**config.mk**
```make
export PLATFORM = sky130hd
export DESIGN_NAME = mkio_rxbuf_ctrl
export DESIGN_NICKNAME = d
export VERILOG_FILES = /design/src/rtl/mkio_rxbuf_ctrl.sv
export SDC_FILE = /design/constraint.sdc
export NUM_CORES = 1
export LEC_CHECK = 0
export CORE_ASPECT_RATIO = 1.75
export CORE_MARGIN = 5
export CORE_UTILIZATION = 35
export DETAILED_ROUTE_END_ITERATION = 12
export GPL_ROUTABILITY_DRIVEN = 0
export PLACE_DENSITY = 0.72
export SLEW_MARGIN = 20
export SYNTH_ARGS = -nofsm -noshare
export SYNTH_HDL_FRONTEND = slang
export SYNTH_SLANG_ARGS = --single-unit
```
**constraint.sdc**
```tcl
create_clock -name clk -period 5.5 [get_ports clk]
set_input_delay 1.1 -clock clk [delete_from_list [all_inputs] [get_ports clk]]
set_output_delay 1.1 -clock clk [all_outputs]
set_load 0.1 [all_outputs]
```
**src/rtl/mkio_rxbuf_ctrl.sv**
```systemverilog
// mkio_rxbuf_ctrl - receive-buffer controller for one MKIO subaddress.
//
// Sequences the write port of the subaddress RAM from a single clock. The
// protocol decoder streams words in. A completed message is handed to the
// host through a ready/ack handshake. The host reads the RAM through a
// latency-1 path.
//
// Build option: define MKIO_PINGPONG_EN for two-bank ping-pong buffering.
// In that mode the decoder fills wr_bank while the host owns rd_bank, and a
// completed message can overrun an unacknowledged one. Without the macro a
// single bank is used. The bank bit is then always 0, and a new message is
// refused with rx_busy while the host still holds the previous one.
module mkio_rxbuf_ctrl #(
  parameter int DATA_WIDTH = 16,
  parameter int ADDR_WIDTH = 5
) (
  input  logic                  clk,
  input  logic                  rst_n,
  // decoder side
  input  logic                  msg_start,
  input  logic [ADDR_WIDTH-1:0] msg_wc,
  input  logic                  rx_valid,
  input  logic [DATA_WIDTH-1:0] rx_data,
  input  logic                  msg_abort,
  // host side
  input  logic                  host_rd_en,
  input  logic [ADDR_WIDTH-1:0] host_rd_addr,
  input  logic                  host_ack,
  output logic [DATA_WIDTH-1:0] host_rd_data,
  output logic                  host_rd_valid,
  output logic                  msg_ready,
  output logic [ADDR_WIDTH:0]   msg_len,
  // status
  output logic                  rx_active,
  output logic                  rx_busy,
  output logic                  rx_overrun,
  output logic                  rx_err,
  // RAM ports
  output logic [DATA_WIDTH-1:0] ram_data,
  output logic [ADDR_WIDTH:0]   ram_wraddress,
  output logic                  ram_wren,
  output logic [ADDR_WIDTH:0]   ram_rdaddress,
  input  logic [DATA_WIDTH-1:0] ram_q
);

  // Counters carry one extra bit so that a full bank (2**ADDR_WIDTH words)
  // is representable without wrapping.
  localparam int CW = ADDR_WIDTH + 1;
  localparam logic [CW-1:0] FULL_BANK = CW'(1) << ADDR_WIDTH;

`ifdef MKIO_PINGPONG_EN
  localparam logic PINGPONG = 1'b1;
`else
  localparam logic PINGPONG = 1'b0;
`endif

  typedef enum logic [1:0] {
    S_IDLE,
    S_RECV,
    S_COMMIT
  } state_e;

  state_e                state_q;
  logic [CW-1:0]         word_cnt_q;
  logic [CW-1:0]         wc_target_q;
  logic                  msg_ready_q;
  logic [CW-1:0]         msg_len_q;
  logic                  rx_active_q;
  logic                  rx_busy_q;
  logic                  rx_overrun_q;
  logic                  rx_err_q;
  logic                  ram_wren_q;
  logic [CW-1:0]         ram_wraddr_q;
  logic [DATA_WIDTH-1:0] ram_data_q;
  logic                  rd_valid_q;
  logic                  rd_bank_q;
  logic                  wr_bank_q;

  logic [CW-1:0]         wc_target_d;
  logic [CW-1:0]         word_cnt_d;
  logic                  start_blocked;
  logic                  commit_ok;

  // Decode the requested length, the next word index and the accept rules.
  always_comb begin
    // NOTE: every signal gets a value on every path, so no latch is inferred.
    wc_target_d   = {1'b0, msg_wc};
    word_cnt_d    = word_cnt_q + CW'(1);
    // A single bank cannot accept a new message while the host holds one.
    start_blocked = ~PINGPONG & msg_ready_q;
    // Commit may take the buffer if it is free or released this very cycle.
    commit_ok     = ~msg_ready_q | host_ack;
    if (msg_wc == '0) begin
      wc_target_d = FULL_BANK;
    end
  end

  // Write FSM plus all registered outputs, buffer ownership and read valid.
  always_ff @(posedge clk) begin
    // NOTE: sequential state uses non-blocking assignments only. Later
    // assignments in this block override earlier ones, and that override
    // is how a commit beats a same-cycle host_ack.
    if (!rst_n) begin
      state_q      <= S_IDLE;
      word_cnt_q   <= '0;
      wc_target_q  <= '0;
      msg_ready_q  <= 1'b0;
      msg_len_q    <= '0;
      rx_active_q  <= 1'b0;
      rx_busy_q    <= 1'b0;
      rx_overrun_q <= 1'b0;
      rx_err_q     <= 1'b0;
      ram_wren_q   <= 1'b0;
      ram_wraddr_q <= '0;
      ram_data_q   <= '0;
      rd_valid_q   <= 1'b0;
      rd_bank_q    <= 1'b0;
      wr_bank_q    <= PINGPONG;
    end else begin
      // Status strobes and the write enable are single-cycle pulses.
      rx_busy_q    <= 1'b0;
      rx_overrun_q <= 1'b0;
      rx_err_q     <= 1'b0;
      ram_wren_q   <= 1'b0;
      rd_valid_q   <= host_rd_en;

      // Host release. A commit further down in this cycle takes priority.
      if (host_ack) begin
        msg_ready_q <= 1'b0;
      end

      unique case (state_q)
        S_IDLE: begin
          if (msg_start) begin
            if (start_blocked) begin
              rx_busy_q <= 1'b1;
            end else begin
              state_q     <= S_RECV;
              rx_active_q <= 1'b1;
              wc_target_q <= wc_target_d;
              word_cnt_q  <= '0;
            end
          end
        end

        S_RECV: begin
          if (msg_abort) begin
            // Decoder error: drop the message. Abort beats rx_valid.
            state_q     <= S_IDLE;
            rx_active_q <= 1'b0;
            rx_err_q    <= 1'b1;
          end else if (msg_start) begin
            // A new message starts before the old one completed.
            rx_err_q <= 1'b1;
            if (start_blocked) begin
              rx_busy_q   <= 1'b1;
              state_q     <= S_IDLE;
              rx_active_q <= 1'b0;
            end else begin
              wc_target_q <= wc_target_d;
              word_cnt_q  <= '0;
            end
          end else if (rx_valid) begin
            ram_wren_q   <= 1'b1;
            ram_wraddr_q <= {wr_bank_q, word_cnt_q[ADDR_WIDTH-1:0]};
            ram_data_q   <= rx_data;
            word_cnt_q   <= word_cnt_d;
            if (word_cnt_d == wc_target_q) begin
              state_q     <= S_COMMIT;
              rx_active_q <= 1'b0;
            end
          end
        end

        S_COMMIT: begin
          // The last word is written to RAM during this cycle, so the
          // message is handed over exactly when its data is in place.
          if (commit_ok) begin
            msg_ready_q <= 1'b1;
            msg_len_q   <= wc_target_q;
            if (PINGPONG) begin
              rd_bank_q <= wr_bank_q;
              wr_bank_q <= ~wr_bank_q;
            end
          end else begin
            // Host still owns the previous message; the new one is lost.
            rx_overrun_q <= PINGPONG;
          end
          state_q <= S_IDLE;
        end

        default: begin
          state_q     <= S_IDLE;
          rx_active_q <= 1'b0;
        end
      endcase
    end
  end

  assign msg_ready     = msg_ready_q;
  assign msg_len       = msg_len_q;
  assign rx_active     = rx_active_q;
  assign rx_busy       = rx_busy_q;
  assign rx_overrun    = rx_overrun_q;
  assign rx_err        = rx_err_q;
  assign ram_wren      = ram_wren_q;
  assign ram_wraddress = ram_wraddr_q;
  assign ram_data      = ram_data_q;
  assign host_rd_valid = rd_valid_q;
  assign host_rd_data  = ram_q;
  assign ram_rdaddress = {rd_bank_q, host_rd_addr};

endmodule

```
Yosys cells after proc, flatten, opt, wreduce, memory -nomap -nowiden
Index checks and enable logic that the tools add are counted.

storage, ports and cells
  register bits = 47
  bits in latches = 0
  RAM bits = 0
  memory bits (read-only) = 0
  input bits = 49
  word-level logic and storage cells = 78
  memories kept = 0

cells by class
  add/sub/neg operators = 1
  multipliers = 0
  div/mod/pow operators = 0
  $lt $le $gt $ge = 0
  eq/ne operators = 10
  shifts and indexed selects = 0
  muxes and demuxes = 37
  bitwise gates (word level) = 7
  reduce and logical (&&, ||, !) cells = 11

operators with widths
  cell                 count
  $mux 6               9
  $pmux 6 s2           2
  $mux 1               16
  $mux 2               7
  $ne 4x4->1 const B   3
  $reduce_and 4->1     2
  $add 6x1->6 const B  1
  $eq 6x6->1           1
  $ne 2x2->1 const B   3
  $not 1->1            6
  $reduce_and 2->1     3
  $reduce_and 6->1     1
  $logic_not 5->1      1
  $reduce_and 5->1     1
  $pmux 2 s2           1
  $reduce_or 4->1      1
  $ne 3x3->1 const B   1
  $pmux 1 s3           1
  $eq 2x1->1 const B   1
  $eq 2x2->1 const B   1
  $logic_not 2->1      1
  $pmux 1 s2           1
  $reduce_bool 2->1    1
  $or 1x1->1           1

Depth between registers and ports, before layout
Gate-level depths: netlist (run 1).

  word-level depth = 7
  gate-level depth with buffers = 6

Worst setup path after synthesis (run 1)
No wires, ideal clock.

  kind = input port to output port
  start = in ram_q[0]
  end = out host_rd_data[0]
  data arrival time = 1.363 ns
  data required time = 4.400 ns
  slack = 3.037 ns
  stages = 1
  path buffers = 1
  cells stage by stage = buf_4

RTL lines
  item                RTL line  RTL
  start: declaration  43        input logic [DATA_WIDTH-1:0] ram_q
  end: declaration    29        output logic [DATA_WIDTH-1:0] host_rd_data,

No word-level cell between the ends.

Worst setup path after layout (run 1)
  start = in msg_abort
  end = reg word_cnt_q[4]

on the way
  word-level cells in the longest chain between the ends = 2

ends and longest elaborated chain
  item                               RTL line  RTL
  start: declaration                 24        input logic msg_abort,
  $ne 2x2->1 (no source line)        --
  $reduce_and 4->1 (no source line)  --
  end signal: assignment             167       word_cnt_q <= word_cnt_d;
  end: declaration                   64        logic [CW-1:0] word_cnt_q;

Every way passes these cells.
A chain may end at the register's enable or synchronous reset.

==> metrics, run 1 <==
status=complete, no violations; Final setup viols=0; pre-CTS WS=~2 ns; # DRC=0; Arr. time, crit path=3.32 ns; Switch Pwr=around 0.20 mW; Logic pwr share=17.7%; crit-path max FO=28; met2 wire length=about 2500 microns; number of buffers added for setup after CTS=0; RSZ-0062 raised after global routing=no; Post-CTS Resized=0; PD cells=257.5 nW/um^2; Core Area=5879 sq um; Slew @ Worst Pin=1.003 ns; clock group share of total power=31.0%; nets@finish=335; initial core utilization=36.07%; Die H=113.0 microns; fin crit share=between 50 and 60%; drt wl/cell=12.63 microns; Hold WS=0.4577 ns; Post-DP HPWL=3390 microns; Layout Cells excl Fill=364; Initial DRT Pass Iterations=4; CTS tree=yes; CP cell instances=clkdlybuf4s50_1 -> nor4b_4 -> nand2_1 -> and2_1 -> o21ai_0 -> a21oi_1; Max Clk Rate=316.1 MHz; sequential share of power=51.3%; gr usage total=11.73%; LEAKAGE=0.9998 nW; post-synthesis register bit count=47; crit-path max cell delay=0.58 ns; Die ar.=about 8000 sq um; M1 WL=1726 microns; Synth warnings=0; internal power=0.4965 mW; final hold vios=0; CTS buffer count=5; Routed Antenna Nets=0; setup TNS=0 ns; ys flop type=dfxtp_1; CP max stage cell=nand2_1; clock sink count=47; Avg Cell Area, Syn=8.483 sq um; Synth cell types=40; Mapped Cells=250; most frequent cells in the layout=clkdlybuf4s50_1 (60), nand2_1 (48), dfxtp_1 (47); antenna violations before repair=0; met3 WL=255 microns; Starting DRT DRC Count=46; Worst VDD drop=between 0.0001 and 0.00015 V; vias per cell=4.615; Root Driver=clkbuf_8; placed cell count=356; register area share after synthesis=around 44%; max-slew violation count=0; worst setup margin=approximately 2.3 ns; leading area contributor after synthesis=dfxtp_1; FILL cells=571; clock tree buffer depth=2; io pins=about 110; Critical Path RT=5.66 ns; vias in the first global route=1573; Placed Area=approximately 2600 sq um; Synth Cell Area=2121 sq um; first-pass GRT wire length=about 7000 microns; Clock Skew=roughly 0.011 ns; Worst-Skew Late Latency=0.30 ns; Routed WL=4598 microns; Worst Setup Path Type=in2reg; R2R setup slack=3.27 ns; final instance area=2704 sq um; grt total ovfl=0; I/O Buffers=60; commonest non-fill, non-tap cell in the layout=clkdlybuf4s50_1; min cycle time layout=3.163 ns; top post-synthesis cells by area=dfxtp_1 (44%), buf_4 (8.5%), nand2_1 (8.5%); max-cap check violation count=0; largest net degree at the start of global routing=41; number of synthesized flops with an enable pin=0; clock slew at reported path FFs=0.08 ns; area share of the largest cell type after synthesis=44.37%; Hold/Removal Path Class=reg2reg; Synth async-reset ratio=0%; H-tree depth=2; P&R area growth vs syn=27.49%; DR vias=1680; site row count=37; critical path startpoint category=input port; fraction of layout cells with a size suffix above 1=4.895%; ant diodes=0; Highest Signal Layer=met4; endpoint class of the critical path=flop; switch share=28.69%; Post-CTS Hold Buffers=0; Max-slew headroom=32.95%; Die W=between 60 and 70 microns
==> sequential cells by signal (all words and copies together), names as in the netlist, 2 cells and up <==
| signal | count |
|---|---|
| ram_data | 16 |
| msg_len | 6 |
| wc_target_q | 6 |
| word_cnt_q | 6 |
| ram_wraddress | 5 |
| state_q | 2 |
==> final cells by class <==
class                   count  area [sq um]  share of cell area, %
clock inverters             1         8.758                 0.3239
inverters                   3         11.26                 0.4165
multi-input cells         167         950.9                  35.17
flip-flops and latches     47         940.9                  34.80
clock buffers               7         86.33                  3.193
repair buffers             61         608.1                  22.49
well taps                  78         97.59                  3.609
==> worst max-delay path: cells and delay by family <==
kind,cells,cell delay (ns)
AO/OA/AOI/OAI,2,0.28
buffers and inverters,1,0.54
AND/OR/NAND/NOR,3,1.40
==> per-stage QoR <==
stage	power (mW)	util [%]
after floorplan	0.5232	-
after global placement	0.4880	44.37
after detailed placement	0.4895	44.37
after CTS	0.7055	45.99
after global routing	0.7259	45.99
final	0.6963	45.99
==> kinds of logic after synthesis <==
family                   Yosys count  synth area share [%]
other                              1                0.1768
adder cells (fa/ha/maj)            1                0.5899
flip-flops                        47                 44.37
buffers and inverters             38                 11.15
AND/OR/NAND/NOR                   98                 22.12
XOR/XNOR                           6                 2.478
multiplexers                      11                 5.192
AO/OA/AOI/OAI                     48                 13.92
==> final timing paths <==
path,start,to,cells past startpoint
setup / recovery,msg_abort,word_cnt_q[4],6
setup reg to reg,state_q[0],word_cnt_q[4],5
hold / removal,ram_data[9],ram_data[9],2
hold reg to reg,ram_data[9],ram_data[9],2
==> metal layers <==
layer | vias up | track usage, %
met3 | 14 | 1.986
met2 | 41 | 21.56
met1 | 746 | 11.66
li1 | 879 | -
met5 | - | 0
met4 | 0 | 6.641
==> power groups by stage <==
stage / clock network [mW] / logic, mW / registers, mW
finish: 0.216 / 0.123 / 0.357
global route: 0.237 / 0.131 / 0.359
CTS: 0.224 / 0.124 / 0.358
detailed placement: 0 / 0.124 / 0.366
global placement: 0 / 0.123 / 0.365
floorplan: 0 / 0.122 / 0.401
==> synthesized netlist by cell type, types with 4 or more instances <==
master,number
xnor2_1,4
a21oi_1,29
nand2b_1,6
clkbuf_1,8
dfxtp_1,47
buf_4,24
nor2_1,18
nor3_1,4
mux2i_1,11
nand2_1,48
o21ai_0,5
(Power assumes the default switching activity.)
==> run 2: changes to the inputs <==
Settings changed: PLACE_DENSITY 0.72 to 0.75.
Clock period 5.5 ns to 2.91 ns, I/O delays scaled along.
==> metrics, run 2 (synthesis gave the netlist of run 1 again) <==
M1 WL=1697 microns (-1.7%); CTS buffer count=5 (unchanged); RSZ-0062 raised after global routing=no; largest net degree at the start of global routing=41 (unchanged); drt wl/cell=12.68 microns (+0.38%); CP max stage cell=clkdlybuf4s50_1; met2 wire length=2511 microns (+0.28%); CP cell instances=clkdlybuf4s50_1 -> nor4b_4 -> nand2_1 -> and2_1 -> o21ai_0 -> a21oi_1; Arr. time, crit path=2.37 ns (-0.95 ns); met3 WL=326 microns (+28%); min cycle time layout=~2.2 ns; Multi-input gate area=950.9 sq um (unchanged); setup TNS=0 ns (unchanged); grt total ovfl=0 (unchanged); clock sink count=47 (unchanged); gr usage total=12.56% (+0.84 points); Critical Path RT=3.07 ns (-2.59 ns); Post-CTS Resized=0 (unchanged); Root Driver=clkbuf_8; vias per cell=4.713 (+2.1%); status=complete, no violations; final hold vios=0 (unchanged); io pins=106 (unchanged); R2R setup slack=0.97 ns (-2.30 ns); Final setup viols=0 (unchanged); Worst VDD drop=0.0002797 V (+93%); Die W=68.85 microns (unchanged); Hold/Removal Path Class=reg2reg; Layout Cells excl Fill=366 (+0.55%); antenna violations before repair=0 (unchanged); Max Clk Rate=between 400 and 500 MHz; I/O Buffers=60 (unchanged); Highest Signal Layer=met4; crit-path max cell delay=0.53 ns (-0.05 ns); Clock Skew=0.008202 ns (-0.002516 ns); Routed Antenna Nets=0 (unchanged); Routed WL=4641 microns (+0.94%); FF-to-FF path depth=6 (+1); Initial DRT Pass Iterations=4 (unchanged); Worst Setup Path Type=in2reg; Bufs and invs on worst path=1 (unchanged); Worst-Skew Late Latency=0.29 ns (about the same); Starting DRT DRC Count=69 (+50%); first-pass GRT wire length=7562 microns (+8.5%); Core Area=5879 sq um (unchanged); H-tree depth=2 (unchanged); FILL cells=608 (+6.5%); crit-path max FO=13 (-54%); Post-CTS Hold Buffers=0 (unchanged); max-slew violation count=0 (unchanged); LEAKAGE=1.084 nW (+8.4%); commonest non-fill, non-tap cell in the layout=nand2_1; endpoint class of the critical path=flop; P&R area growth vs syn=25.01%; worst r2r src=word_cnt_q[0]; site row count=37 (unchanged); fin crit share=roughly three quarters; Register Area=940.9 sq um (unchanged); placed cell count=359 (+0.84%); # DRC=0 (unchanged); worst hold path cell count=2 (unchanged); hold wc startpoint=ram_wraddress[1]; max-cap check violation count=0 (unchanged); Die H=113.0 microns (unchanged); most frequent cells in the layout=nand2_1 (48), dfxtp_1 (47), buf_4 (37); CTS tree=yes; clock slew at reported path FFs=0.08 ns (about the same); max FFs per register=16 (unchanged); DR vias=1725 (+2.7%); Die ar.=7778 sq um (unchanged); PD cells=515.0 nW/um^2 (+100%); clock tree buffer depth=2 (unchanged); Post-DP HPWL=3495 microns (+3.1%); kind of cell adding the most delay to the critical path=simple AND/OR/NAND/NOR gates; fraction of layout cells with a size suffix above 1=16.67% (+12 points); vias in the first global route=1755 (+12%); critical path startpoint category=input port; number of buffers added for setup after CTS=0 (unchanged); Critical R2R Capture=rx_active; nets@finish=338 (+0.90%); hold endpoint=ram_wraddress[1]; initial core utilization=36.07% (unchanged); ant diodes=0 (unchanged)
==> run 2: changes by cell type in the layout (fill, tap and decap cells not counted), sizes merged <==
cell and delta:
buf +36, clkdlybuf4s50 -33, clkbuf -1, clkinv -1, bufinv +1
==> run 2: layout make-up <==
class | count | area share [%]
Timing Repair Buffer | 64 | 20.67
Tap cell | 78 | 3.681
Clock buffer | 6 | 2.737
Inverter | 3 | 0.4247
Sequential cell | 47 | 35.49
Clock inverter | 1 | 1.133
Multi-Input combinational cell | 167 | 35.87
==> run 2: routing by layer <==
metal	up-vias	track usage (%)
li1	880	-
met1	793	11.95
met2	41	23.92
met3	11	2.284
met4	0	6.380
met5	-	0
==> run 2: worst max-delay path by stage <==
stage                    from            end  cells after the start
global placement    msg_abort  word_cnt_q[3]                      6
floorplan           msg_ready      rx_active                      5
global route        msg_abort  word_cnt_q[3]                      6
finish              msg_abort  word_cnt_q[3]                      6
detailed placement  msg_abort  word_cnt_q[5]                      6
CTS                 msg_abort  word_cnt_q[3]                      6
==> run 2: report_power, final <==
group	switching (mW)	leakage (nW)	internal, mW
registers	0.0147	0.381	0.660
logic	0.150	0.652	0.0816
clock network	0.207	0.0513	0.252
==> run 2: worst reg2reg max path: stages, from the launching register on <==
cell and delay [ns]:
dfxtp_1 0.39, ha_1 0.30, and3b_1 0.18, or3_1 0.35, a31oi_2 0.21, o21ai_1 0.11, a2111oi_2 0.31
==> run 2: stage by stage <==
step	utilization [%]	power [mW]	area [sq um]	setup WS, ns	hold slack [ns]
finish	45.09	1.365	2651	0.7059	0.4592
global route	45.09	1.417	2651	0.4858	0.4841
detailed placement	43.35	0.9234	2549	0.3861	0.4482
CTS	45.09	1.383	2651	0.6877	0.4591
floorplan	-	0.9889	2128	0.8957	0.4699
global placement	43.35	0.9213	2549	0.4408	0.4472
==> run 3: changes to the inputs <==
Settings changed: PLACE_DENSITY 0.75 to 0.72.
Clock period 2.91 ns to 2.1 ns, I/O delays scaled along.
==> metrics, run 3 (synthesis gave the netlist of run 1 again) <==
fin crit share=approximately nine tenths; io pins=106 (unchanged); M1 WL=1642 microns (-3.2%); Post-CTS Resized=0 (unchanged); clock tree buffer depth=2 (unchanged); clock sink count=47 (unchanged); post-layout util=46.75% (+1.7 points); placed cell count=364 (+1.4%); Worst Setup Path Type=reg2reg; LEAKAGE=1.126 nW (+3.9%); final hold vios=0 (unchanged); FILL cells=595 (-2.1%); Initial DRT Pass Iterations=4 (unchanged); critical path startpoint category=flop; min cycle time layout=between 1.5 and 2 ns; largest net degree at the start of global routing=23 (-44%); I/O Buffers=60 (unchanged); initial core utilization=36.07% (unchanged); commonest non-fill, non-tap cell in the layout=nand2_1; first-pass GRT wire length=7728 microns (+2.2%); total power=1.963 mW (+44%); max-slew violation count=0 (unchanged); Worst VDD drop=0.0004277 V (+53%); gr usage total=12.89% (+0.33 points); vias in the first global route=1761 (+0.34%); most frequent cells in the layout=nand2_1 (48), dfxtp_1 (47), buf_4 (40); RSZ-0062 raised after global routing=no; Routed Antenna Nets=0 (unchanged); clock slew at reported path FFs=0.09 ns (about the same); antenna violations before repair=0 (unchanged); Layout Cells excl Fill=372 (+1.6%); vias per cell=4.745 (+0.67%); Arr. time, crit path=2.09 ns (-0.28 ns); met2 wire length=2722 microns (+8.4%); max FFs per register=16 (unchanged); Clock Skew=0.005007 ns (-0.003194 ns); site row count=37 (unchanged); Core Area=5879 sq um (unchanged); nets@finish=343 (+1.5%); ant diodes=0 (unchanged); fraction of layout cells with a size suffix above 1=19.39% (+2.7 points); DR vias=1765 (+2.3%); Max Clk Rate=approximately 530 MHz; pre-CTS WS=-0.05296 ns (-0.4391 ns); Post-DP HPWL=3708 microns (+6.1%); number of buffers added for setup after CTS=0 (unchanged); Starting DRT DRC Count=63 (-8.7%); Root Driver=clkbuf_8; H-tree depth=2 (unchanged); Multi-input gate area=967.2 sq um (+1.7%); Routed WL=4757 microns (+2.5%); crit-path max FO=7 (-6); endpoint class of the critical path=flop; met3 WL=261 microns (-20%); worst setup margin=0.2133 ns (-0.4926 ns); max-cap check violation count=0 (unchanged); Hold/Removal Path Class=reg2reg; Register Area=940.9 sq um (unchanged); Die ar.=7778 sq um (unchanged); Die W=68.85 microns (unchanged); Hold WS=0.4604 ns (+0.001241 ns); P&R area growth vs syn=29.62%; Final setup viols=0 (unchanged); drt wl/cell=12.79 microns (+0.85%); CTS buffer count=5 (unchanged); Worst-Skew Late Latency=0.29 ns (about the same); status=complete, no violations; CTS tree=yes; Highest Signal Layer=met4; PD cells=713.9 nW/um^2 (+39%); Die H=113.0 microns (unchanged); Critical Path RT=2.30 ns (-0.77 ns); grt total ovfl=0 (unchanged); # DRC=0 (unchanged); Post-CTS Hold Buffers=0 (unchanged)
-- run 3: area by class of cell --
class / instances / area share [%]
timing repair buffer: 69 / 22.21
clock inverter: 2 / 1.411
clock buffer: 6 / 3.004
sequential: 47 / 34.23
inverter: 3 / 0.4096
tap: 78 / 3.550
multi-input combinational: 167 / 35.18
-- run 3: worst paths after layout --
path	slack (ns)	from	cells past startpoint	end
min	0.46	ram_data[4]	2	ram_data[4]
max	0.21	word_cnt_q[0]	5	rx_active
min reg2reg	0.46	ram_data[4]	2	ram_data[4]
max reg2reg	0.21	word_cnt_q[0]	5	rx_active
-- run 3: routing by layer --
metal	vias to the layer above	track usage (%)
met4	0	7.422
met3	15	2.085
met5	-	0
met1	811	12.56
met2	46	23.98
li1	893	-
-- run 3: critical path: stages (launching register included) --
cell       delay (ns)
dfxtp_1          0.48
ha_2             0.34
xnor2_1          0.19
o2111ai_2        0.19
o211a_1          0.28
a2111oi_2        0.31
-- run 3: power breakdown --
group          total (mW)  internal, mW  leakage [nW]  switching, mW
combinational       0.336         0.124         0.683          0.212
sequential          0.936         0.915         0.381         0.0210
clock               0.690         0.392        0.0618          0.299
-- run 3: per-stage QoR --
step,TNS [ns],instance area (sq um)
floorplan,0,2128
global placement,0,2611
detailed placement,-0.07611,2611
CTS,0,2733
global route,0,2749
finish,0,2749
